**config.mk**
```make
export PLATFORM = sky130hd
export DESIGN_NAME = apple_spawner
export DESIGN_NICKNAME = d
export VERILOG_FILES = /design/src/rtl/snake_pkg.sv /design/src/rtl/snake_lfsr.sv /design/src/rtl/apple_spawner.sv
export SDC_FILE = /design/constraint.sdc
export NUM_CORES = 1
export LEC_CHECK = 0
export CORE_MARGIN = 2
export CORE_UTILIZATION = 58
export CTS_CLUSTER_SIZE = 14
export DETAILED_ROUTE_END_ITERATION = 12
export MAX_ROUTING_LAYER = met4
export PLACE_DENSITY = 0.95
export REMOVE_ABC_BUFFERS = 1
export SETUP_SLACK_MARGIN = 0.4
export SYNTH_ARGS = -nofsm -noshare
export SYNTH_HDL_FRONTEND = slang
export SYNTH_SLANG_ARGS = --single-unit
```
**constraint.sdc**
```tcl
create_clock -name clk -period 7 [get_ports clk]
set_clock_uncertainty 0.1 [all_clocks]
set_input_delay 1.4 -clock clk [delete_from_list [all_inputs] [get_ports clk]]
set_output_delay 1.4 -clock clk [all_outputs]
set_load 0.01 [all_outputs]
```
**src/rtl/snake_pkg.sv**
```systemverilog
// Shared definitions for the snake game datapath: cell encodings, field defaults,
// apple-spawner FSM encoding and the LFSR polynomial.
package snake_pkg;

   typedef logic [1:0] cell_t;

   localparam cell_t EMPTY = 2'b00;
   localparam cell_t SNAKE = 2'b01;
   localparam cell_t APPLE = 2'b10;
   localparam cell_t BLOCK = 2'b11;

   localparam int unsigned DEF_SIZE_X = 10;
   localparam int unsigned DEF_SIZE_Y = 10;

   localparam logic [1:0] ST_IDLE   = 2'd0;
   localparam logic [1:0] ST_REDUCE = 2'd1;
   localparam logic [1:0] ST_SCAN   = 2'd2;
   localparam logic [1:0] ST_DONE   = 2'd3;

   // Taps 16,14,13,11 map to state bits 15,13,12,10.
   localparam logic [15:0] LFSR_TAPS = 16'hB400;
   localparam logic [15:0] LFSR_SEED = 16'hACE1;

   function automatic logic [15:0] lfsr_next(input logic [15:0] cur, input logic [15:0] taps);
      return {cur[14:0], ^(cur & taps)};
   endfunction

endpackage

```
**src/rtl/snake_lfsr.sv**
```systemverilog
// Free-running 16-bit Fibonacci LFSR; shifts left, feedback enters at bit 0.
module snake_lfsr
   import snake_pkg::*;
#(
   parameter logic [15:0] SEED = LFSR_SEED
) (
   input  logic        clk,
   input  logic        rst,
   output logic [15:0] state
);

   logic [15:0] state_q;

   always_ff @(posedge clk) begin
      if (rst) begin
         state_q <= SEED;
      end else begin
         state_q <= lfsr_next(state_q, LFSR_TAPS);
      end
   end

   assign state = state_q;

endmodule

```
**src/rtl/apple_spawner.sv**
```systemverilog
// Places an apple on the k-th empty cell of a captured field, where k is an LFSR sample
// reduced modulo the empty-cell count by repeated subtraction.
module apple_spawner
   import snake_pkg::*;
#(
   parameter int unsigned SIZE_X = DEF_SIZE_X,
   parameter int unsigned SIZE_Y = DEF_SIZE_Y,
   parameter logic [15:0] SEED   = LFSR_SEED
) (
   input  logic                       clk,
   input  logic                       rst,
   input  logic                       start,
   input  logic [2*SIZE_X*SIZE_Y-1:0] field,
   input  logic [15:0]                empty_cells,
   output logic [7:0]                 apple_x,
   output logic [7:0]                 apple_y,
   output logic                       apple_valid,
   output logic                       no_room,
   output logic                       busy
);

   localparam int unsigned N_CELLS  = SIZE_X * SIZE_Y;
   localparam int unsigned FIELD_W  = 2 * N_CELLS;
   localparam logic [7:0]  IDX_LAST = 8'(N_CELLS - 1);
   localparam logic [7:0]  X_LAST   = 8'(SIZE_X - 1);

   logic [15:0] lfsr;
   logic        unused_lfsr_hi;

   snake_lfsr #(
      .SEED (SEED)
   ) u_lfsr (
      .clk   (clk),
      .rst   (rst),
      .state (lfsr)
   );

   assign unused_lfsr_hi = ^lfsr[15:7];

   logic [1:0]         state_q, state_d;
   logic [FIELD_W-1:0] field_q, field_d;
   logic [15:0]        empty_q, empty_d;
   logic [7:0]         k_q, k_d;
   logic [7:0]         idx_q, idx_d;
   logic [7:0]         cnt_q, cnt_d;
   logic [7:0]         x_q, x_d;
   logic [7:0]         y_q, y_d;
   logic               found_q, found_d;
   logic [7:0]         apple_x_q, apple_x_d;
   logic [7:0]         apple_y_q, apple_y_d;
   logic               valid_q, valid_d;
   logic               no_room_q, no_room_d;
   logic               cell_empty;

   // The captured field is shifted down two bits per scanned cell, so the cell under
   // examination is always in the low bits and no index mux is needed.
   assign cell_empty = (field_q[1:0] == EMPTY);

   always_comb begin
      state_d   = state_q;
      field_d   = field_q;
      empty_d   = empty_q;
      k_d       = k_q;
      idx_d     = idx_q;
      cnt_d     = cnt_q;
      x_d       = x_q;
      y_d       = y_q;
      found_d   = found_q;
      apple_x_d = apple_x_q;
      apple_y_d = apple_y_q;
      valid_d   = 1'b0;
      no_room_d = 1'b0;

      case (state_q)
         ST_IDLE: begin
            if (start) begin
               field_d = field;
               empty_d = empty_cells;
               k_d     = {1'b0, lfsr[6:0]};
               found_d = 1'b0;
               state_d = (empty_cells == 16'd0) ? ST_DONE : ST_REDUCE;
            end
         end

         ST_REDUCE: begin
            if ({8'd0, k_q} >= empty_q) begin
               k_d = k_q - empty_q[7:0];
            end else begin
               state_d = ST_SCAN;
               idx_d   = 8'd0;
               cnt_d   = 8'd0;
               x_d     = 8'd0;
               y_d     = 8'd0;
            end
         end

         ST_SCAN: begin
            if (cell_empty && (cnt_q == k_q)) begin
               apple_x_d = x_q;
               apple_y_d = y_q;
               found_d   = 1'b1;
               state_d   = ST_DONE;
            end else begin
               if (cell_empty) begin
                  cnt_d = cnt_q + 8'd1;
               end
               if (idx_q == IDX_LAST) begin
                  state_d = ST_DONE;
               end
               field_d = field_q >> 2;
               idx_d   = idx_q + 8'd1;
               if (x_q == X_LAST) begin
                  x_d = 8'd0;
                  y_d = y_q + 8'd1;
               end else begin
                  x_d = x_q + 8'd1;
               end
            end
         end

         ST_DONE: begin
            valid_d   = found_q;
            no_room_d = ~found_q;
            state_d   = ST_IDLE;
         end

         default: state_d = ST_IDLE;
      endcase
   end

   always_ff @(posedge clk) begin
      if (rst) begin
         state_q   <= ST_IDLE;
         field_q   <= '0;
         empty_q   <= 16'd0;
         k_q       <= 8'd0;
         idx_q     <= 8'd0;
         cnt_q     <= 8'd0;
         x_q       <= 8'd0;
         y_q       <= 8'd0;
         found_q   <= 1'b0;
         apple_x_q <= 8'd0;
         apple_y_q <= 8'd0;
         valid_q   <= 1'b0;
         no_room_q <= 1'b0;
      end else begin
         state_q   <= state_d;
         field_q   <= field_d;
         empty_q   <= empty_d;
         k_q       <= k_d;
         idx_q     <= idx_d;
         cnt_q     <= cnt_d;
         x_q       <= x_d;
         y_q       <= y_d;
         found_q   <= found_d;
         apple_x_q <= apple_x_d;
         apple_y_q <= apple_y_d;
         valid_q   <= valid_d;
         no_room_q <= no_room_d;
      end
   end

   assign apple_x     = apple_x_q;
   assign apple_y     = apple_y_q;
   assign apple_valid = valid_q;
   assign no_room     = no_room_q;
   assign busy        = (state_q != ST_IDLE);

endmodule

```
==> reports/metrics.yaml <==
global_routing:
  gr-total-overflow: 0
  grt_antenna_before_repair: 4
  grt_pass1_vias: 11000
  grt_usage: 0.261
  grt_max_degree: 166
  grt_pass1_wl_mm: 54.4
route:
  wl_per_cell_um: 17.5
  viasPerCell: 5.77
  drtAntennaViolNets: 0
  wirelength_mm: 33.8
  drt_iter0_markers: 932
  dr.pass1.iters: 5
  drc: 0
  num_vias: 11100
floorplan:
  num_rows: 57
  die_h_um: 160
  ios: 238
  die-area_um2: 25600
  die_x_um: 160
  initial_utilization: 0.586
  fp.coreArea_um2: 24100
synth:
  synth_seq_cells: 293
  avgSynthCellArea_um2: 10.0
  yosys.area.top_type: "dfxtp_1"
  syn-cell-area_um2: 14100
  synth.distinct_cells: 60
  yosys_most_used_dff: "dfxtp_1"
  synth_common_cells: "293 x dfxtp_1, 245 x nor2_1, 216 x mux2i_1, 198 x a211oi_2, 69 x clkbuf_1"
  netlist_instances: 1410
  ys_seq_area_frac: 0.415
  synth_edf_count: 0
  netlist.area_leader.share: 0.415
  yosysWarnings: 0
  synth_area_leaders: "dfxtp_1 41%, a211oi_2 18%, mux2i_1 15%, nor2_1 6.5%, clkbuf_1 1.8%"
  yosys.cell_count.top_type: "dfxtp_1"
  async_flop_share: 0
outcome:
  outcome: "finished clean"
cts:
  clock_path_buffers: 3
  cts_tree: "built"
  cts_setup_buffers: 0
  clk_pin_slew_ns: 0.06
  clk-insertion-delay-late_ns: 0.56
  cts_root_buffer: "clkbuf_16"
  htree_num_levels: 1
  cts_sinks: 293
  numCtsBuffers: 31
  ctsResizeCount: 0
  cts_hold_buf: 0
place:
  portBuffers: 237
  dpl_worst_slack_ns: 2.67
  dp_hpwl_mm: 21.1
  gp_congestion: 0.841
power:
  power_switching_mw: 2.46
  p_leak_nw: 6.17
  powerDensity_nw_per_um2: 386
  switching_share: 0.362
  combPwrFrac: 0.378
  p_int_mw: 4.34
  vdd_drop_max_v: 0.000426
  p_clk_frac: 0.251
  finalPower_mw: 6.80
  seqPwrFrac: 0.371
timing:
  period_needed_ns: 3.85
  final_hold_viol_count: 0
  max-slew-margin-rel: 0.219
  worst_slack_ns: 3.15
  fin_crit_sh: 0.550
  fin_setup_tns_ns: 0
  timing.fmax_ghz: 0.260
  hold_ws_ns: 0.310
  slew_viol_final: 0
  setup-violations-final: 0
  rsz0062_at_grt: "no"
  tightest_slew_ns: 1.17
worst_setup_path:
  cp.arrival_ns: 4.19
  crit_fanout: 97
  end_kind: "register"
  crit_slowest_cell: "buf_4"
  cp_top_family: "buffers and inverters"
  timing_worst_setup_path_type: "input port to register"
  cp_cell_sequence: "clkdlybuf4s50_1, and2_1, o21a_4, buf_4, nor2_1, a211oi_2"
  worstSetupStartpointType: "input port"
  critPathMaxStageDelay_ns: 0.90
  required_ns: 7.34
  path_buf_inv: 2
layout:
  multi_input_area_um2: 7710
  fill_cells: 1566
  syn2layout_area_growth_pct: 24.6
  final_nets: 1813
  utilization: 0.731
  drive_gt1_frac: 0.176
  regArea_um2: 5870
job:
  maxCapViolCount: 0
worst_hold_path:
  hold_path_class: "register to register"
through the flow:
stage,cell area [um2],instances
global route,17600,1925
CTS,17600,1921
finish,17600,1925
floorplan,13600,1299
global placement,16500,1866
detailed placement,16500,1866
per-layer routing:
layer,GRT usage,vias up,share of wire,wire (um)
met5,-,-,0,0
met4,0.0794,0,0.027,901
met3,0.0325,77,0.049,1670
met2,0.460,316,0.51,17200
met1,0.313,5313,0.42,14000
li1,-,5402,-,-
layout by cell type (no fill, tap or decap), types with 7 or more instances in the layout:
| cell | n |
|---|---|
| clkdlybuf4s50_1 | 236 |
| nand4_1 | 8 |
| inv_1 | 21 |
| nor2_1 | 245 |
| nand3_1 | 21 |
| xor2_1 | 11 |
| nand2_1 | 65 |
| clkbuf_16 | 31 |
| a21oi_1 | 40 |
| clkbuf_8 | 9 |
| nor2b_1 | 14 |
| nand2b_1 | 7 |
| mux2i_1 | 216 |
| or2_2 | 12 |
| a211oi_2 | 198 |
| a31oi_1 | 11 |
| and3_1 | 9 |
| o21ai_0 | 17 |
| dfxtp_1 | 293 |
| ha_1 | 17 |
cells by family after synthesis:
group,after synthesis,synth area share
muxes,216,0.153
buffers and inverters,132,0.0412
AOI/OAI and AO/OA,306,0.224
adders and majority gates,19,0.0173
DFF,293,0.415
and+or+nand+nor,430,0.141
xor gates and xnor gates,14,0.00867
path summary, 6_finish.rpt:
kind                                                  from                           to  slack (ns)  cells past startpoint
worst max-delay path                                 start     field_q[16]$_SDFFE_PP0P_        3.15                      6
worst min-delay path            u_lfsr.state[9]$_SDFF_PP0_  u_lfsr.state[10]$_SDFF_PP1_        0.31                      1
worst max register to register     state_q[0]$_SDFFE_PP0P_     field_q[91]$_SDFFE_PP0P_        3.33                      8
worst min register to register  u_lfsr.state[9]$_SDFF_PP0_  u_lfsr.state[10]$_SDFF_PP1_        0.31                      1
cell type report:
cell class              instances  share of cell area
multi-input cells             985               0.438
clock inverters                10             0.00888
well taps                     324              0.0230
repair buffers                243               0.140
inverters                      21             0.00447
flip-flops and latches        293               0.333
clock buffers                  45              0.0521
diodes                          4            0.000568
flip-flops by register name (all words and copies together), names as in the netlist:
register	flops
x_q	8
k_q	8
idx_q	8
apple_valid	1
cnt_q	8
apple_y	8
found_q	1
state_q	2
y_q	8
u_lfsr.state	16
apple_x	8
empty_q	16
field_q	200
no_room	1
power groups by stage:
| stage | logic, mW | registers [mW] | clock network, mW |
|---|---|---|---|
| after floorplan | 2.40 | 2.28 | 0 |
| after global placement | 2.39 | 2.50 | 0 |
| after detailed placement | 2.51 | 2.53 | 0 |
| after CTS | 2.56 | 2.52 | 1.73 |
| after global routing | 2.80 | 2.58 | 1.80 |
| final | 2.57 | 2.52 | 1.71 |
Note: power is estimated with default switching activity, not from simulation.
